**config.mk**
```make
export PLATFORM = sky130hd
export DESIGN_NAME = ex_muldiv_unit_flat
export DESIGN_NICKNAME = d
export VERILOG_FILES = /design/src/rtl/ex_muldiv_if.sv /design/src/rtl/ex_muldiv_unit.sv /design/src/flat_wrapper.sv
export SDC_FILE = /design/constraint.sdc
export NUM_CORES = 1
export LEC_CHECK = 0
export ABC_AREA = 0
export BUFFER_PORTS_ARGS = -buffer_cell sky130_fd_sc_hd__buf_2
export CAP_MARGIN = 20
export CORE_UTILIZATION = 63
export DETAILED_ROUTE_END_ITERATION = 8
export GPL_TIMING_DRIVEN = 0
export PLACE_DENSITY = 0.85
export SLEW_MARGIN = 20
export SYNTH_ARGS = -nofsm -noshare
export SYNTH_HDL_FRONTEND = slang
export SYNTH_SLANG_ARGS = --single-unit
```
**constraint.sdc**
```tcl
create_clock -name clk -period 8.78 [get_ports clk]
set_input_delay 1.756 -clock clk [delete_from_list [all_inputs] [get_ports clk]]
set_output_delay 1.756 -clock clk [all_outputs]
set_load 0.05 [all_outputs]
```
**src/rtl/ex_muldiv_if.sv**
```systemverilog
// Handshake and operand/result bundle between the EX stage and the iterative RV32M unit.
interface ex_muldiv_if #(
  parameter int unsigned XLEN = 32
);
  logic            start;
  logic            flush;
  logic [2:0]      funct3;
  logic [XLEN-1:0] ALU_in1;
  logic [XLEN-1:0] ALU_in2;
  logic            busy;
  logic            done;
  logic [XLEN-1:0] result;

  modport master (
    output start, flush, funct3, ALU_in1, ALU_in2,
    input  busy, done, result
  );

  modport slave (
    input  start, flush, funct3, ALU_in1, ALU_in2,
    output busy, done, result
  );
endinterface

```
**src/rtl/ex_muldiv_unit.sv**
```systemverilog
// Iterative RV32M multiply/divide: shift-add multiply and restoring divide, one bit per cycle.
// Divide-by-zero and signed overflow bypass the iteration and finish in one cycle.
module ex_muldiv_unit #(
  parameter int unsigned XLEN = 32
) (
  input  logic        clk,
  input  logic        rst,
  ex_muldiv_if.slave  bus
);

  localparam int unsigned W  = XLEN;
  localparam int unsigned AW = 2 * XLEN;
  localparam int unsigned CW = $clog2(XLEN);
  localparam logic [W-1:0] MIN_NEG = {1'b1, {(W-1){1'b0}}};
  localparam logic [CW-1:0] LAST_CNT = CW'(W - 1);

  typedef enum logic [1:0] {
    IDLE = 2'd0,
    CALC = 2'd1,
    DONE = 2'd2
  } state_t;

  state_t        state;
  logic [CW-1:0] count;
  logic [2:0]    op;
  logic [W-1:0]  bmag;
  logic [AW-1:0] acc;
  logic [W:0]    rem;
  logic          neg;
  logic          special;
  logic [W-1:0]  spec_q;
  logic          busy;
  logic          done;
  logic [W-1:0]  result;

  // Acceptance-time decode: signedness, magnitudes, result sign, special cases
  logic          s1, s2, a_neg, b_neg, res_neg, div_zero, div_ovf;
  logic [W-1:0]  a_mag, b_mag, spec_val;
  // Per-iteration datapath and final fix-up
  logic [W:0]    msum;
  logic [AW-1:0] mul_next;
  logic [W+1:0]  dshift;
  logic          ge;
  logic [W:0]    ddiff, rem_next;
  logic [W-1:0]  q_next;
  logic [AW-1:0] prod;
  logic [W-1:0]  q_fix, r_fix, fin_val;

  always_comb begin
    s1       = (bus.funct3 == 3'b001) || (bus.funct3 == 3'b010) ||
               (bus.funct3 == 3'b100) || (bus.funct3 == 3'b110);
    s2       = (bus.funct3 == 3'b001) || (bus.funct3 == 3'b100) ||
               (bus.funct3 == 3'b110);
    a_neg    = s1 & bus.ALU_in1[W-1];
    b_neg    = s2 & bus.ALU_in2[W-1];
    a_mag    = a_neg ? -bus.ALU_in1 : bus.ALU_in1;
    b_mag    = b_neg ? -bus.ALU_in2 : bus.ALU_in2;
    // Remainder takes the dividend's sign; products and quotients the XOR
    res_neg  = (bus.funct3 == 3'b110) ? a_neg : (a_neg ^ b_neg);
    div_zero = bus.funct3[2] && (bus.ALU_in2 == '0);
    div_ovf  = ((bus.funct3 == 3'b100) || (bus.funct3 == 3'b110)) &&
               (bus.ALU_in1 == MIN_NEG) && (bus.ALU_in2 == '1);
    spec_val = '0;
    if (div_zero) begin
      spec_val = bus.funct3[1] ? bus.ALU_in1 : '1;
    end else if (div_ovf) begin
      spec_val = bus.funct3[1] ? '0 : MIN_NEG;
    end
  end

  always_comb begin
    // Shift-add: add multiplicand into upper half when multiplier LSB is set, then shift right
    msum     = {1'b0, acc[AW-1:W]} + (acc[0] ? {1'b0, bmag} : '0);
    mul_next = {msum, acc[W-1:1]};
    // Restoring divide: shift in next dividend bit, subtract divisor if it fits
    dshift   = {rem, acc[W-1]};
    ge       = dshift >= (W+2)'(bmag);
    ddiff    = dshift[W:0] - (W+1)'(bmag);
    rem_next = ge ? ddiff : dshift[W:0];
    q_next   = {acc[W-2:0], ge};
    prod     = neg ? -acc : acc;
    q_fix    = neg ? -acc[W-1:0] : acc[W-1:0];
    r_fix    = neg ? -rem[W-1:0] : rem[W-1:0];
    if (op[2]) begin
      fin_val = op[1] ? r_fix : q_fix;
    end else begin
      fin_val = (op == 3'b000) ? prod[W-1:0] : prod[AW-1:W];
    end
  end

  always_ff @(posedge clk or posedge rst) begin
    if (rst) begin
      state   <= IDLE;
      count   <= '0;
      op      <= '0;
      bmag    <= '0;
      acc     <= '0;
      rem     <= '0;
      neg     <= 1'b0;
      special <= 1'b0;
      spec_q  <= '0;
      busy    <= 1'b0;
      done    <= 1'b0;
      result  <= '0;
    end else begin
      done <= 1'b0;
      unique case (state)
        IDLE: begin
          if (bus.start && !bus.flush) begin
            op    <= bus.funct3;
            bmag  <= b_mag;
            neg   <= res_neg;
            acc   <= {{W{1'b0}}, a_mag};
            rem   <= '0;
            count <= '0;
            if (div_zero || div_ovf) begin
              special <= 1'b1;
              spec_q  <= spec_val;
              state   <= DONE;
            end else begin
              special <= 1'b0;
              busy    <= 1'b1;
              state   <= CALC;
            end
          end
        end
        CALC: begin
          if (bus.flush) begin
            busy  <= 1'b0;
            state <= IDLE;
          end else begin
            if (op[2]) begin
              rem          <= rem_next;
              acc[W-1:0]   <= q_next;
            end else begin
              acc <= mul_next;
            end
            count <= count + 1'b1;
            if (count == LAST_CNT) begin
              busy  <= 1'b0;
              state <= DONE;
            end
          end
        end
        DONE: begin
          state <= IDLE;
          if (!bus.flush) begin
            done   <= 1'b1;
            result <= special ? spec_q : fin_val;
          end
        end
        default: state <= IDLE;
      endcase
    end
  end

  assign bus.busy   = busy;
  assign bus.done   = done;
  assign bus.result = result;

endmodule

```
**src/flat_wrapper.sv**
```systemverilog
// flat-port wrapper written by rule: the top's interface ports become plain ports
module ex_muldiv_unit_flat 
#(
  parameter int unsigned XLEN = 32
)
  (clk, rst, bus_start, bus_flush, bus_funct3, bus_ALU_in1, bus_ALU_in2, bus_busy, bus_done, bus_result);
  ex_muldiv_if #(.XLEN(XLEN)) bus_i ();
  input  logic clk;
  input  logic rst;
  input wire logic [$bits(bus_i.start)-1:0] bus_start;
  input wire logic [$bits(bus_i.flush)-1:0] bus_flush;
  input wire logic [$bits(bus_i.funct3)-1:0] bus_funct3;
  input wire logic [$bits(bus_i.ALU_in1)-1:0] bus_ALU_in1;
  input wire logic [$bits(bus_i.ALU_in2)-1:0] bus_ALU_in2;
  output wire logic [$bits(bus_i.busy)-1:0] bus_busy;
  output wire logic [$bits(bus_i.done)-1:0] bus_done;
  output wire logic [$bits(bus_i.result)-1:0] bus_result;
  assign bus_i.start = bus_start;
  assign bus_i.flush = bus_flush;
  assign bus_i.funct3 = bus_funct3;
  assign bus_i.ALU_in1 = bus_ALU_in1;
  assign bus_i.ALU_in2 = bus_ALU_in2;
  assign bus_busy = bus_i.busy;
  assign bus_done = bus_i.done;
  assign bus_result = bus_i.result;
  ex_muldiv_unit #(.XLEN(XLEN)) u_core (.clk(clk), .rst(rst), .bus(bus_i));
endmodule
```
==> results of run 1 <==
cell type report:
type	count	area [um^2]	share of cell area (%)
buffer	116	445	2.47
clock buffer	29	618	3.43
clock inverter	12	134	0.743
inverter	72	278	1.54
multi-input combinational	1643	10400	57.8
sequential	207	5180	28.7
tap	330	413	2.29
timing repair buffer	104	543	3.01
cell usage in the layout, fill, tap and decap left out, types with 12 or more instances in the layout:
master	instances
a21o_1	20
a21oi_1	166
a31oi_1	12
a32oi_1	14
and3_1	18
buf_1	15
buf_2	108
clkbuf_1	99
clkbuf_16	23
dfrtp_1	207
ha_1	71
inv_1	69
mux2i_1	53
nand2_1	229
nand2b_1	20
nand3_1	41
nand3b_1	16
nand4_1	23
nor2_1	203
nor3_1	24
nor4_1	16
o211ai_1	14
o21ai_0	238
o221ai_1	15
o31ai_1	38
o41ai_1	20
or3_1	20
or4_1	12
xnor2_1	103
xor2_1	100
final timing paths:
check	endpoint	slack, ns	cells after the start
setup / recovery	u_core.acc[62]$_DFFE_PP0P_	4.40	13
hold / removal	u_core.count[4]$_DFFE_PP0P_	0.48	2
setup reg to reg	u_core.acc[62]$_DFFE_PP0P_	4.40	13
hold reg to reg	u_core.count[4]$_DFFE_PP0P_	0.48	2
max in group asynchronous	u_core.acc[48]$_DFFE_PP0P_	6.49	3
min in group asynchronous	u_core.acc[3]$_DFFE_PP0P_	1.32	2
critical path, cell delays in order (launching register included):
cell	delay (ns)
dfrtp_1	0.45
inv_1	0.33
buf_1	0.37
nor2_1	0.18
ha_1	0.35
o21ai_0	0.09
nor2_1	0.10
o31ai_1	0.42
o31ai_1	0.24
a311oi_1	0.76
o31ai_1	0.31
a221oi_1	0.42
nand4b_1	0.15
o211ai_1	0.14
Yosys cell counts (15+ instances only):
cell	number
nand2b_1	20
nand3_1	41
ha_1	71
xor2_1	100
o31ai_1	38
dfrtp_1	207
nand4_1	23
xnor2_1	103
nor4_1	16
a21oi_1	166
o21ai_0	238
o221ai_1	15
nand2_1	229
nor3_1	24
o41ai_1	20
nor2_1	203
mux2i_1	53
inv_1	70
nand3b_1	16
clkbuf_1	95
a21o_1	20
and3_1	18
buf_1	15
or3_1	20
routing by layer:
layer	vias up	track usage, %	wire length [um]
met4	4	17.2	2670
met5	-	0	27
li1	7587	-	-
met1	8144	61.4	24000
met2	1186	69.1	25800
met3	218	11.2	7630
where the power goes:
| group | internal (mW) | switching [mW] | total, mW |
|---|---|---|---|
| Combinational | 0.724 | 1.36 | 2.08 |
| Sequential | 1.11 | 0.256 | 1.37 |
| Clock | 0.562 | 0.432 | 0.994 |
| Total | 2.40 | 2.04 | 4.44 |
flip-flops by register name (all words and copies together) (netlist names):
name	flops
u_core.acc	64
u_core.bmag	32
u_core.spec_q	32
u_core.neg	1
u_core.bus.busy	1
u_core.bus.done	1
u_core.op	3
u_core.bus.result	32
u_core.state	2
u_core.rem	33
u_core.special	1
u_core.count	5
per-stage QoR:
stage / TNS, ns / util [%] / hold slack, ns / power [mW] / instance area, um^2
floorplan: 0 / - / 0.441 / 2.71 / 16300
global placement: -138.95 / 68.2 / 0.456 / 3.28 / 17200
detailed placement: 0 / 68.4 / 0.470 / 3.34 / 17300
CTS: 0 / 71.4 / 0.484 / 4.35 / 18000
global route: 0 / 71.4 / 0.502 / 4.63 / 18000
finish: 0 / 71.4 / 0.481 / 4.44 / 18000
cell families (layout without fill, tap and decap cells):
kind of cell	after synthesis	in the layout	synth area share (%)
and+or+nand+nor	678	678	20.0
xor gates and xnor gates	203	203	10.9
muxes	56	56	3.46
AOI/OAI and AO/OA	633	633	23.8
buffers and inverters	188	333	4.39
adders and majority gates	73	73	5.69
DFF	207	207	31.8
==> impl_metrics.csv, run 1 <==
group,metric,value,unit
final_layout,area_growth,10.5,%
run_status,status,"finished, final reports clean",
timing,slew_headroom,38.6,%
global_route,grt_pass1_wl,90.8,mm
synth,synth_nets,2182,
detailed_routing,vias,17100,
synth,async_flop_share,100,%
timing,fin_ws,4.40,ns
floorplanning,die_x,163,um
detailed_routing,routed_wl,60.1,mm
timing,drv_slew,0,
global_route,globalRoute.totalOverflow,0,
min_path,worstHoldStart,"u_core.count[4]$_DFFE_PP0P_",
timing,hold_viol,0,
synth,synth-seq-cells,207,
floorplanning,die_h,163,um
synth,ys_types,88,
timing,min_period,4.38,ns
cts,cts-root-buf,"clkbuf_16",
placed_design,gp_congestion,1.07,
placed_design,place.port_buffers,103,
detailed_routing,wire_per_inst,23.9,um
global_route,grt_pass1_vias,16000,
final_layout,layout.nets,2311,
synth,synthCells,2038,
floorplanning,ios,105,
min_path,hp-class,"reg2reg",
cts,htreeDepth,1,
synth,seq_area_frac_synth,31.8,%
final_layout,diodes,0,
synth,yosysTopAreaCellShare,31.8,%
timing,grt_setup_unrepaired,"false",
worst_setup_path,crit_fanout,10,
synth,yosys_warnings,0,
placed_design,dpl.cell_count,2472,
synth,synth_top_cell_by_area,"dfrtp_1",
timing,skew,0.0180,ns
timing,timing.fmax,228,MHz
cts,cts_buffer_depth,3,
worst_setup_path,arrival,4.84,ns
worst_setup_path,required,9.23,ns
detailed_routing,dr.pass1.iters,9,
detailed_routing,drc,0,
global_route,antenna_found_initial,2,
timing,worst_pin_slew,0.908,ns
cts,clock_latency,0.54,ns
cts,cts_resized,0,
cts,postCtsHoldBufs,0,
synth,syn_area,16300,um^2
worst_setup_path,crit_type,"reg2reg",
final_layout,drive_above_1_share,8.89,%
placed_design,dp_hpwl,46.7,mm
job,cap_viol_max_count,0,
detailed_routing,ant_nets,0,
floorplanning,num_rows,58,
synth,synth-edff-count,0,
final_layout,n_fill_cell,2068,
synth,avgSynthCellArea,8.00,um^2
synth,synth_ff_type,"dfrtp_1",
floorplanning,initial_core_util,64.6,%
detailed_routing,drt_iter0_drc,2175,
final_layout,final_cells,2513,
pwr,p_per_area,246,nW/um^2
global_route,grt_use_total,45.2,%
global_route,grt_start_max_net_pins,105,
worst_setup_path,cp-start-kind,"flip-flop",
cts,clock-sinks,207,
worst_setup_path,end_kind,"flip-flop",
cts,cts_tree,"built",
pwr,p_leak,8.09,nW
worst_setup_path,setup.worst_path.start,"u_core.acc[0]$_DFFE_PP0P_",
floorplanning,die_area,26500,um^2
synth,ys_top_cells_by_area,"dfrtp_1, o21ai_0, xnor2_1",
cts,post_cts_buffers,0,
worst_setup_path,reg2reg_from,"u_core.acc[0]$_DFFE_PP0P_",
floorplanning,design.core.area,25300,um^2
cts,clk_pin_slew,0.06,ns
timing,setup_violations,0,
detailed_routing,via_per_inst,6.82,
timing,period_share,49.9,%
placed_design,pre_cts_ws,4.05,ns
cts,cts-buffers-inserted,23,
pwr,irDropWorstVdd,0.000238,V
No activity file was read; power rests on OpenSTA's default activity.
==> inputs of run 2 (changes only) <==
Clock period 8.78 ns to 4.25 ns, I/O delays scaled along.
==> run 2 against run 1 <==
Effect of this change:
- non-clock buffer count grew 6
- global-route usage grew 0.11 points
- final area is 1.1% higher
- hold slack got worse by 0.23 ns
- critical endpoint unchanged
- core utilization rose by 0.79 points
- flip-flop and latch count stayed put
- via count shrank 0.13%
- sequential share of layout area fell by 0.31 points
==> impl_metrics.csv, run 2 (same netlist as run 1, synthesis figures left out) <==
group,metric,value,unit
timing,setup_violations,0,
run_status,status,"finished, final reports clean",
timing,min_period,4.01,ns
cts,clk_pin_slew,0.06,ns
final_layout,drive_above_1_share,9.27,%
final_layout,area_growth,11.7,%
placed_design,dp_hpwl,47.5,mm
cts,clock_latency,0.55,ns
floorplanning,ios,105,
detailed_routing,via_per_inst,6.79,
floorplanning,die_x,163,um
pwr,irDropWorstVdd,0.000478,V
cts,htreeDepth,1,
final_layout,top_register,"u_core.acc",
timing,skew,0.0300,ns
detailed_routing,dr.pass1.iters,8,
timing,fin_setup_tns,0,ns
timing,worst_pin_slew,0.938,ns
placed_design,placed_cell_area,17400,um^2
floorplanning,initial_core_util,64.6,%
detailed_routing,wire_per_inst,23.9,um
worst_setup_path,end_kind,"flip-flop",
global_route,antenna_found_initial,2,
placed_design,pre_cts_ws,0.139,ns
floorplanning,die_h,163,um
global_route,globalRoute.totalOverflow,0,
final_layout,layout.cells.most_common,"o21ai_0",
detailed_routing,vias,17100,
worst_setup_path,r2r_slack,0.24,ns
pwr,p_leak,8.19,nW
worst_setup_path,cp-start-kind,"flip-flop",
global_route,grt_pass1_wl,90.9,mm
worst_setup_path,required,4.70,ns
global_route,grt_start_max_net_pins,36,
detailed_routing,routed_wl,60.2,mm
detailed_routing,drc,0,
final_layout,diodes,0,
final_layout,largest_register_ffs,64,
global_route,grt_pass1_vias,15700,
worst_setup_path,reg2reg_from,"u_core.acc[0]$_DFFE_PP0P_",
placed_design,gp_congestion,1.04,
worst_setup_path,crit_fanout,10,
final_layout,largest_registers,"u_core.acc (64), u_core.rem (33)",
final_layout,design_area,18200,um^2
timing,fin_ws,0.245,ns
cts,cts_tree,"built",
detailed_routing,ant_nets,0,
final_layout,layout.nets,2318,
timing,slew_headroom,37.2,%
floorplanning,die_area,26500,um^2
detailed_routing,drt_iter0_drc,2492,
pwr,p_per_area,509,nW/um^2
timing,hold_viol,0,
job,cap_viol_max_count,0,
final_layout,final_cell_mix,"o21ai_0, nand2_1, dfrtp_1, nor2_1, a21oi_1",
floorplanning,num_rows,58,
worst_setup_path,arrival,4.45,ns
worst_setup_path,crit_type,"reg2reg",
timing,grt_setup_unrepaired,"false",
cts,post_cts_buffers,0,
cts,cts_buffer_depth,3,
floorplanning,design.core.area,25300,um^2
final_layout,final_util,72.1,%
timing,timing.fmax,250,MHz
placed_design,place.port_buffers,103,
cts,cts-buffers-inserted,24,
timing,period_share,94.2,%
min_path,hp-class,"in2async",
global_route,grt_use_total,45.3,%
cts,clock-sinks,207,
worst_setup_path,worstReg2RegEnd,"u_core.acc[62]$_DFFE_PP0P_",
final_layout,n_fill_cell,1981,
timing,drv_slew,0,
worst_setup_path,ff2ff_path_depth,13,
cts,cts-root-buf,"clkbuf_16",
==> run 2: layout make-up <==
class / instances / area, um^2 / area share (%)
multi-input cells: 1643 / 10400 / 57.3
clock inverters: 6 / 91.3 / 0.501
flip-flops and latches: 207 / 5180 / 28.4
well taps: 330 / 413 / 2.27
plain buffers: 116 / 445 / 2.44
repair buffers: 110 / 663 / 3.64
clock buffers: 37 / 709 / 3.89
inverters: 72 / 274 / 1.50
==> run 2: critical path, cell delays in order, from the launching register on <==
cell and delay [ns]:
dfrtp_1 0.45, inv_1 0.34, clkbuf_1 0.37, nor2_1 0.10, ha_1 0.34, o21ai_0 0.18
nor2_1 0.10, o31ai_1 0.43, o31ai_2 0.21, a311oi_2 0.54, o31ai_2 0.21, a221oi_2 0.37
nand4b_1 0.14, o211ai_1 0.12
==> run 2: per-layer routing <==
| layer | wire length (um) | GRT usage (%) | up-vias |
|---|---|---|---|
| li1 | - | - | 7586 |
| met1 | 24100 | 62.0 | 8174 |
| met2 | 26100 | 69.4 | 1165 |
| met3 | 7580 | 11.0 | 191 |
| met4 | 2440 | 16.0 | 0 |
| met5 | 0 | 0 | - |
==> run 2: per-stage QoR <==
stage	hold WS (ns)	std cells	total power, mW
floorplan	0.441	2038	5.61
global placement	0.455	2471	6.78
detailed placement	0.468	2478	6.93
CTS	0.250	2521	9.06
global route	0.275	2521	9.66
finish	0.254	2521	9.27
==> run 2: what timing repair did <==
item	4_1_cts	5_1_grt
endpoints found under the setup margin	0	3
resized for setup	0	5
hold buffers	0	0
==> run 2: worst max-delay path by stage <==
| stage | to | startpoint | depth (start not counted) |
|---|---|---|---|
| 2_1_floorplan | u_core.acc[0]$_DFFE_PP0P_ | rst | 1 |
| 3_3_place_gp | u_core.acc[51]$_DFFE_PP0P_ | rst | 2 |
| 3_5_place_dp | u_core.acc[62]$_DFFE_PP0P_ | u_core.acc[0]$_DFFE_PP0P_ | 13 |
| 4_1_cts | u_core.acc[62]$_DFFE_PP0P_ | u_core.acc[0]$_DFFE_PP0P_ | 13 |
| 5_1_grt | u_core.acc[62]$_DFFE_PP0P_ | u_core.acc[0]$_DFFE_PP0P_ | 13 |
| 6_report | u_core.acc[62]$_DFFE_PP0P_ | u_core.acc[0]$_DFFE_PP0P_ | 13 |
==> run 2: where the power goes <==
part | leakage, nW | internal, mW | total, mW | switching (mW)
Combinational | 5.11 | 1.51 | 4.32 | 2.80
Clock | 0.394 | 1.27 | 2.12 | 0.852
Sequential | 2.69 | 2.29 | 2.83 | 0.538
Total | 8.19 | 5.07 | 9.27 | 4.19
